--- src/rtl/apb_master_arbiter.sv ---
// apb_master_arbiter: two-port round-robin arbiter in front of a single APB
// master port. Decodes the address to a one-hot pselx, runs the SETUP/ACCESS
// phases with pready wait states and returns read data plus an error flag.
// Optional feature: define APB_TIMEOUT_EN to abort an ACCESS phase after
// TIMEOUT_CYC cycles with pready low.
module apb_master_arbiter #(
  parameter int unsigned ADDR_W      = 32,
  parameter int unsigned DATA_W      = 32,
  parameter int unsigned TIMEOUT_CYC = 16
) (
  input  logic              hclk,
  input  logic              hresetn,
  input  logic              req0,
  input  logic              req1,
  input  logic              write0,
  input  logic              write1,
  input  logic [ADDR_W-1:0] addr0,
  input  logic [ADDR_W-1:0] addr1,
  input  logic [DATA_W-1:0] wdata0,
  input  logic [DATA_W-1:0] wdata1,
  output logic              gnt0,
  output logic              gnt1,
  output logic              done0,
  output logic              done1,
  output logic [DATA_W-1:0] rdata_out,
  output logic              err_out,
  input  logic              pready,
  input  logic [DATA_W-1:0] prdata,
  output logic [2:0]        pselx,
  output logic              penable,
  output logic              pwrite,
  output logic [ADDR_W-1:0] paddr,
  output logic [DATA_W-1:0] pwdata
);

  localparam int unsigned TCNT_W = (TIMEOUT_CYC < 2) ? 1 : $clog2(TIMEOUT_CYC + 1);

`ifdef APB_TIMEOUT_EN
  localparam bit TIMEOUT_EN = 1'b1;
`else
  localparam bit TIMEOUT_EN = 1'b0;
`endif

  typedef enum logic [1:0] {
    ST_IDLE   = 2'd0,
    ST_SETUP  = 2'd1,
    ST_ACCESS = 2'd2,
    ST_RESP   = 2'd3
  } state_t;

  state_t              r_state, w_state;
  logic                r_owner, w_owner;
  logic                r_prio, w_prio;
  logic                r_write, w_write;
  logic [ADDR_W-1:0]   r_addr, w_addr;
  logic [DATA_W-1:0]   r_wdata, w_wdata;
  logic [2:0]          r_sel, w_sel;
  logic [TCNT_W-1:0]   r_tcnt, w_tcnt;
  logic [TCNT_W-1:0]   w_tcnt_inc;
  logic                w_win;
  logic                w_apb;
  logic                w_pen;
  logic                w_done;
  logic                w_err;
  logic [DATA_W-1:0]   w_rdata;

  // Registered output images (next values computed in the combinational block)
  logic                r_gnt0, r_gnt1, r_done0, r_done1, r_err, r_penable, r_pwrite;
  logic [2:0]          r_pselx;
  logic [ADDR_W-1:0]   r_paddr;
  logic [DATA_W-1:0]   r_pwdata, r_rdata;
  logic                w_gnt0, w_gnt1, w_done0, w_done1, w_err_o, w_penable, w_pwrite;
  logic [2:0]          w_pselx;
  logic [ADDR_W-1:0]   w_paddr;
  logic [DATA_W-1:0]   w_pwdata, w_rdata_o;

  // Top six address bits select one of three 64 MB slave windows
  function automatic logic [2:0] decode(input logic [ADDR_W-1:0] a);
    logic [5:0] top;
    top = a[ADDR_W-1 -: 6];
    case (top)
      6'h20:   decode = 3'b001;
      6'h21:   decode = 3'b010;
      6'h22:   decode = 3'b100;
      default: decode = 3'b000;
    endcase
  endfunction

  assign w_tcnt_inc = r_tcnt + TCNT_W'(1);

  // Next-state, arbitration, request latch and next output values
  always_comb begin
    w_state = r_state;
    w_owner = r_owner;
    w_prio  = r_prio;
    w_write = r_write;
    w_addr  = r_addr;
    w_wdata = r_wdata;
    w_sel   = r_sel;
    w_tcnt  = r_tcnt;
    w_win   = 1'b0;
    w_apb   = 1'b0;
    w_pen   = 1'b0;
    w_done  = 1'b0;
    w_err   = 1'b0;
    w_rdata = '0;

    unique case (r_state)
      ST_IDLE: begin
        if (req0 || req1) begin
          // Both requesting: the pointer names the port not served last
          w_win   = (req0 && req1) ? r_prio : req1;
          w_owner = w_win;
          w_prio  = ~w_win;
          w_write = w_win ? write1 : write0;
          w_addr  = w_win ? addr1  : addr0;
          w_wdata = w_win ? wdata1 : wdata0;
          w_sel   = decode(w_addr);
          if (w_sel != 3'b000) begin
            w_state = ST_SETUP;
            w_apb   = 1'b1;
          end else begin
            w_state = ST_RESP;
            w_done  = 1'b1;
            w_err   = 1'b1;
          end
        end
      end
      ST_SETUP: begin
        w_state = ST_ACCESS;
        w_tcnt  = '0;
        w_apb   = 1'b1;
        w_pen   = 1'b1;
      end
      ST_ACCESS: begin
        if (pready) begin
          w_state = ST_RESP;
          w_done  = 1'b1;
          w_rdata = r_write ? '0 : prdata;
        end else if (TIMEOUT_EN && (w_tcnt_inc == TCNT_W'(TIMEOUT_CYC))) begin
          w_state = ST_RESP;
          w_done  = 1'b1;
          w_err   = 1'b1;
        end else begin
          w_tcnt  = w_tcnt_inc;
          w_apb   = 1'b1;
          w_pen   = 1'b1;
        end
      end
      ST_RESP: begin
        w_state = ST_IDLE;
      end
      default: begin
        w_state = ST_IDLE;
      end
    endcase

    w_pselx   = w_apb ? w_sel   : 3'b000;
    w_penable = w_pen;
    w_pwrite  = w_apb ? w_write : 1'b0;
    w_paddr   = w_apb ? w_addr  : '0;
    w_pwdata  = w_apb ? w_wdata : '0;
    w_gnt0    = w_apb & ~w_owner;
    w_gnt1    = w_apb &  w_owner;
    w_done0   = w_done & ~w_owner;
    w_done1   = w_done &  w_owner;
    w_err_o   = w_err;
    w_rdata_o = w_rdata;
  end

  // State, latch and output registers
  always_ff @(posedge hclk or negedge hresetn) begin
    if (!hresetn) begin
      r_state   <= ST_IDLE;
      r_owner   <= 1'b0;
      r_prio    <= 1'b0;
      r_write   <= 1'b0;
      r_addr    <= '0;
      r_wdata   <= '0;
      r_sel     <= 3'b000;
      r_tcnt    <= '0;
      r_gnt0    <= 1'b0;
      r_gnt1    <= 1'b0;
      r_done0   <= 1'b0;
      r_done1   <= 1'b0;
      r_err     <= 1'b0;
      r_rdata   <= '0;
      r_pselx   <= 3'b000;
      r_penable <= 1'b0;
      r_pwrite  <= 1'b0;
      r_paddr   <= '0;
      r_pwdata  <= '0;
    end else begin
      r_state   <= w_state;
      r_owner   <= w_owner;
      r_prio    <= w_prio;
      r_write   <= w_write;
      r_addr    <= w_addr;
      r_wdata   <= w_wdata;
      r_sel     <= w_sel;
      r_tcnt    <= w_tcnt;
      r_gnt0    <= w_gnt0;
      r_gnt1    <= w_gnt1;
      r_done0   <= w_done0;
      r_done1   <= w_done1;
      r_err     <= w_err_o;
      r_rdata   <= w_rdata_o;
      r_pselx   <= w_pselx;
      r_penable <= w_penable;
      r_pwrite  <= w_pwrite;
      r_paddr   <= w_paddr;
      r_pwdata  <= w_pwdata;
    end
  end

  assign gnt0      = r_gnt0;
  assign gnt1      = r_gnt1;
  assign done0     = r_done0;
  assign done1     = r_done1;
  assign err_out   = r_err;
  assign rdata_out = r_rdata;
  assign pselx     = r_pselx;
  assign penable   = r_penable;
  assign pwrite    = r_pwrite;
  assign paddr     = r_paddr;
  assign pwdata    = r_pwdata;

endmodule

--- config.mk ---
export PLATFORM = sky130hd
export DESIGN_NAME = apb_master_arbiter
export DESIGN_NICKNAME = d
export VERILOG_FILES = /design/src/rtl/apb_master_arbiter.sv
export SDC_FILE = /design/constraint.sdc
export NUM_CORES = 1
export LEC_CHECK = 0
export BUFFER_PORTS_ARGS = -buffer_cell sky130_fd_sc_hd__buf_2
export CAP_MARGIN = 30
export CELL_PAD_IN_SITES_DETAIL_PLACEMENT = 2
export CELL_PAD_IN_SITES_GLOBAL_PLACEMENT = 2
export CORE_MARGIN = 5
export CORE_UTILIZATION = 31
export DETAILED_ROUTE_END_ITERATION = 6
export PLACE_DENSITY = 0.87
export SKIP_CTS_REPAIR_TIMING = 1
export SLEW_MARGIN = 20
export SYNTH_ARGS = -nofsm -noshare
export SYNTH_HDL_FRONTEND = slang
export SYNTH_SLANG_ARGS = --single-unit
--- constraint.sdc ---
create_clock -name hclk -period 5.2 [get_ports hclk]
set_clock_uncertainty 0.15 [all_clocks]
set_input_delay 0.52 -clock hclk [delete_from_list [all_inputs] [get_ports hclk]]
set_output_delay 0.52 -clock hclk [all_outputs]
set_load 0.02 [all_outputs]
==> summary.txt <==
status: finished, final reports clean
antenna violations before repair: 3
total power density per cell area: 603 nW/um2
Final period util: 52.2%
R2R cell count: 8
hold path endpoint: rdata_out[20]
CTS tree: built
Worst Tran Pin Value: 0.837 ns
Setup TNS Final: 0 ns
CTS Buffer Depth: 2
Crit path arrival time: 2.89 ns
Critical Path End Type: register
Worst Hold Depth: 2
Syn Nets: 803
Starting DRT DRC Count: 150
Area Growth Syn to Fin: 33.0%
fill count: 2354
Die W: 159 um
final WL: 22200 um
vias in the first global route: 6330
CTS buffer count: 17
Critical R2R Capture: pwdata[1]
Tmin final: 2.72 ns
routed len/inst: 18.6 um
largest net degree at the start of global routing: 94
Worst Path Required: 5.37 ns
DP Cell Count: 1152
R2R setup slack: 2.48 ns
sequential area share after synthesis: 65.1%
Nets: 1065
Non-Filler Cell Area, Final: 9090 um2
critical path class: reg -> reg
syn avg cell area: 10.8 um2
DRC: 0
drt via density: 4.66
VDD IR max: 0.000244 V
Pre-Repair DR Iteration Count: 4
Finished Layout Cells: 1190
Final GP Congestion: 0.774
hpwl dp: 16100 um
Clock transition at path regs: 0.07 ns
Rows: 54
Starting Density: 31.4%
Slew HR: 44.2%
kind of start point of the critical path: register
fmax: 368 MHz
Final Slew Violations: 0
Top Ports: 273
first-pass GRT wire length: 33900 um
final design utilization: 41.8%
# port buffers: 272
leak pwr: 0.00472 uW
clk sinks: 178
share of layout cells above drive strength 1: 35.8%
hold path startpoint: prdata[20]
final antenna-violating net count: 0
via count: 5542
core area: 21800 um2
hold violation count in the final report: 0
Die ar.: 25100 um2
RSZ-0062 raised after global routing: no
placed cell area: 8440 um2
Seq cells post-synth: 178
Clock Latency Late Sink: 0.42 ns
Root Driver: clkbuf_16
worst r2r src: r_state[0]
CTS H-tree lvls: 4
Global Route Usage Sum: 17.4%
GRT overflow: 0
worst hold slack: 0.151 ns
die height: 159 um
Hold Path Class: in -> reg
Max-Cap Viols: 0
cell count after synthesis: 632
Ys Warns: 0
worst-path maximum fanout: 89
synthesized area: 6840 um2
Distinct cells, synth: 32
final setup fails: 0
layout make-up:
| class | count | area (um2) | area share [%] |
|---|---|---|---|
| antenna | 3 | 7.51 | 0.0825 |
| timing repair buffer | 283 | 1510 | 16.5 |
| clock inverter | 13 | 144 | 1.58 |
| multi-input combinational | 408 | 2170 | 23.8 |
| sequential | 178 | 4450 | 49.0 |
| clock buffer | 19 | 443 | 4.87 |
| inverter | 6 | 22.5 | 0.248 |
| tap | 280 | 350 | 3.85 |
registers in the layout, indices dropped and copies added (netlist names):
name,flops
r_owner,1
done1,1
gnt0,1
pselx,3
pwdata,32
r_write,1
paddr,32
gnt1,1
r_sel,3
r_prio,1
r_state,2
rdata_out,32
penable,1
r_wdata,32
r_addr,32
err_out,1
pwrite,1
done0,1
metal layers:
metal	share of wire, %	vias up	GRT usage [%]
li1	-	2565	-
met1	40	2783	20.6
met2	52	170	30.6
met3	6.1	24	4.13
met4	2.0	0	6.70
met5	0	-	0
worst max path at each step:
stage	startpoint	endpoint	slack [ns]
final	r_state[0]	pwdata[1]	2.48
after global routing	r_state[0]	pwdata[9]	2.34
after CTS	r_state[0]	pwdata[1]	2.16
after detailed placement	req0	paddr[26]	2.19
after floorplan	addr0[28]	done1	3.13
after global placement	req0	paddr[26]	2.30
cells in the final DEF, fill, tap and decap left out, types with 7 or more instances in the layout:
cell type	instances
clkbuf_16	17
nor2b_1	67
dfrtp_1	178
nor2_1	75
a31oi_1	63
buf_4	7
buf_2	271
and2_1	32
nand2_1	136
worst max-delay path, stage by stage, from the launching register on:
cell	delay [ns]
dfrtp_1	0.42
inv_1	0.10
ha_1	0.34
nor2b_4	0.43
buf_16	0.23
buf_12	0.30
nor2_1	0.08
a31oi_1	0.22
nor2b_1	0.24
kinds of logic after synthesis:
logic type,count (synthesis),synth area share (%)
compound gates,79,7.61
flops,178,65.1
simple gates,319,21.9
mux,6,1.08
fa+ha+maj,4,0.732
buf+inv,46,3.57
metrics by stage:
stage / setup slack (ns) / total power [uW]
global placement: 2.30 / 4120
global route: 2.34 / 5850
detailed placement: 2.19 / 4250
CTS: 2.16 / 5580
floorplan: 3.13 / 3500
finish: 2.48 / 5480
power breakdown:
part	total, uW	leakage, uW	internal (uW)	switching, uW
registers	2130	0.00225	1960	174
clock network	1300	0.000287	696	599
logic	2060	0.00218	724	1330
synthesized netlist by cell type:
cell / n / area share, %
dfrtp_1: 178 / 65
nand2_1: 136 / 7.5
nor2_1: 75 / 4.1
nor2b_1: 68 / 6.2
a31oi_1: 63 / 5.8
and2_1: 32 / 2.9
clkbuf_1: 18 / 0.99
buf_2: 15 / 1.1
buf_6: 7 / 1.2
a21oi_1: 5 / 0.37
inv_1: 5 / 0.27
ha_1: 4 / 0.73
mux2i_1: 4 / 0.59
nand4b_1: 2 / 0.26
o21ai_0: 2 / 0.15
or4b_4: 2 / 0.40
a21boi_0: 1 / 0.11
a21boi_1: 1 / 0.11
a21o_2: 1 / 0.13
a21oi_4: 1 / 0.24
a22oi_1: 1 / 0.11
a31oi_4: 1 / 0.31
and3_1: 1 / 0.092
inv_2: 1 / 0.055
mux2_2: 1 / 0.16
mux2i_4: 1 / 0.33
nand4_1: 1 / 0.092
nor2b_4: 1 / 0.20
nor4b_1: 1 / 0.13
o21ai_1: 1 / 0.073
o21ai_2: 1 / 0.13
o22a_1: 1 / 0.13
(Power assumes the default switching activity.)
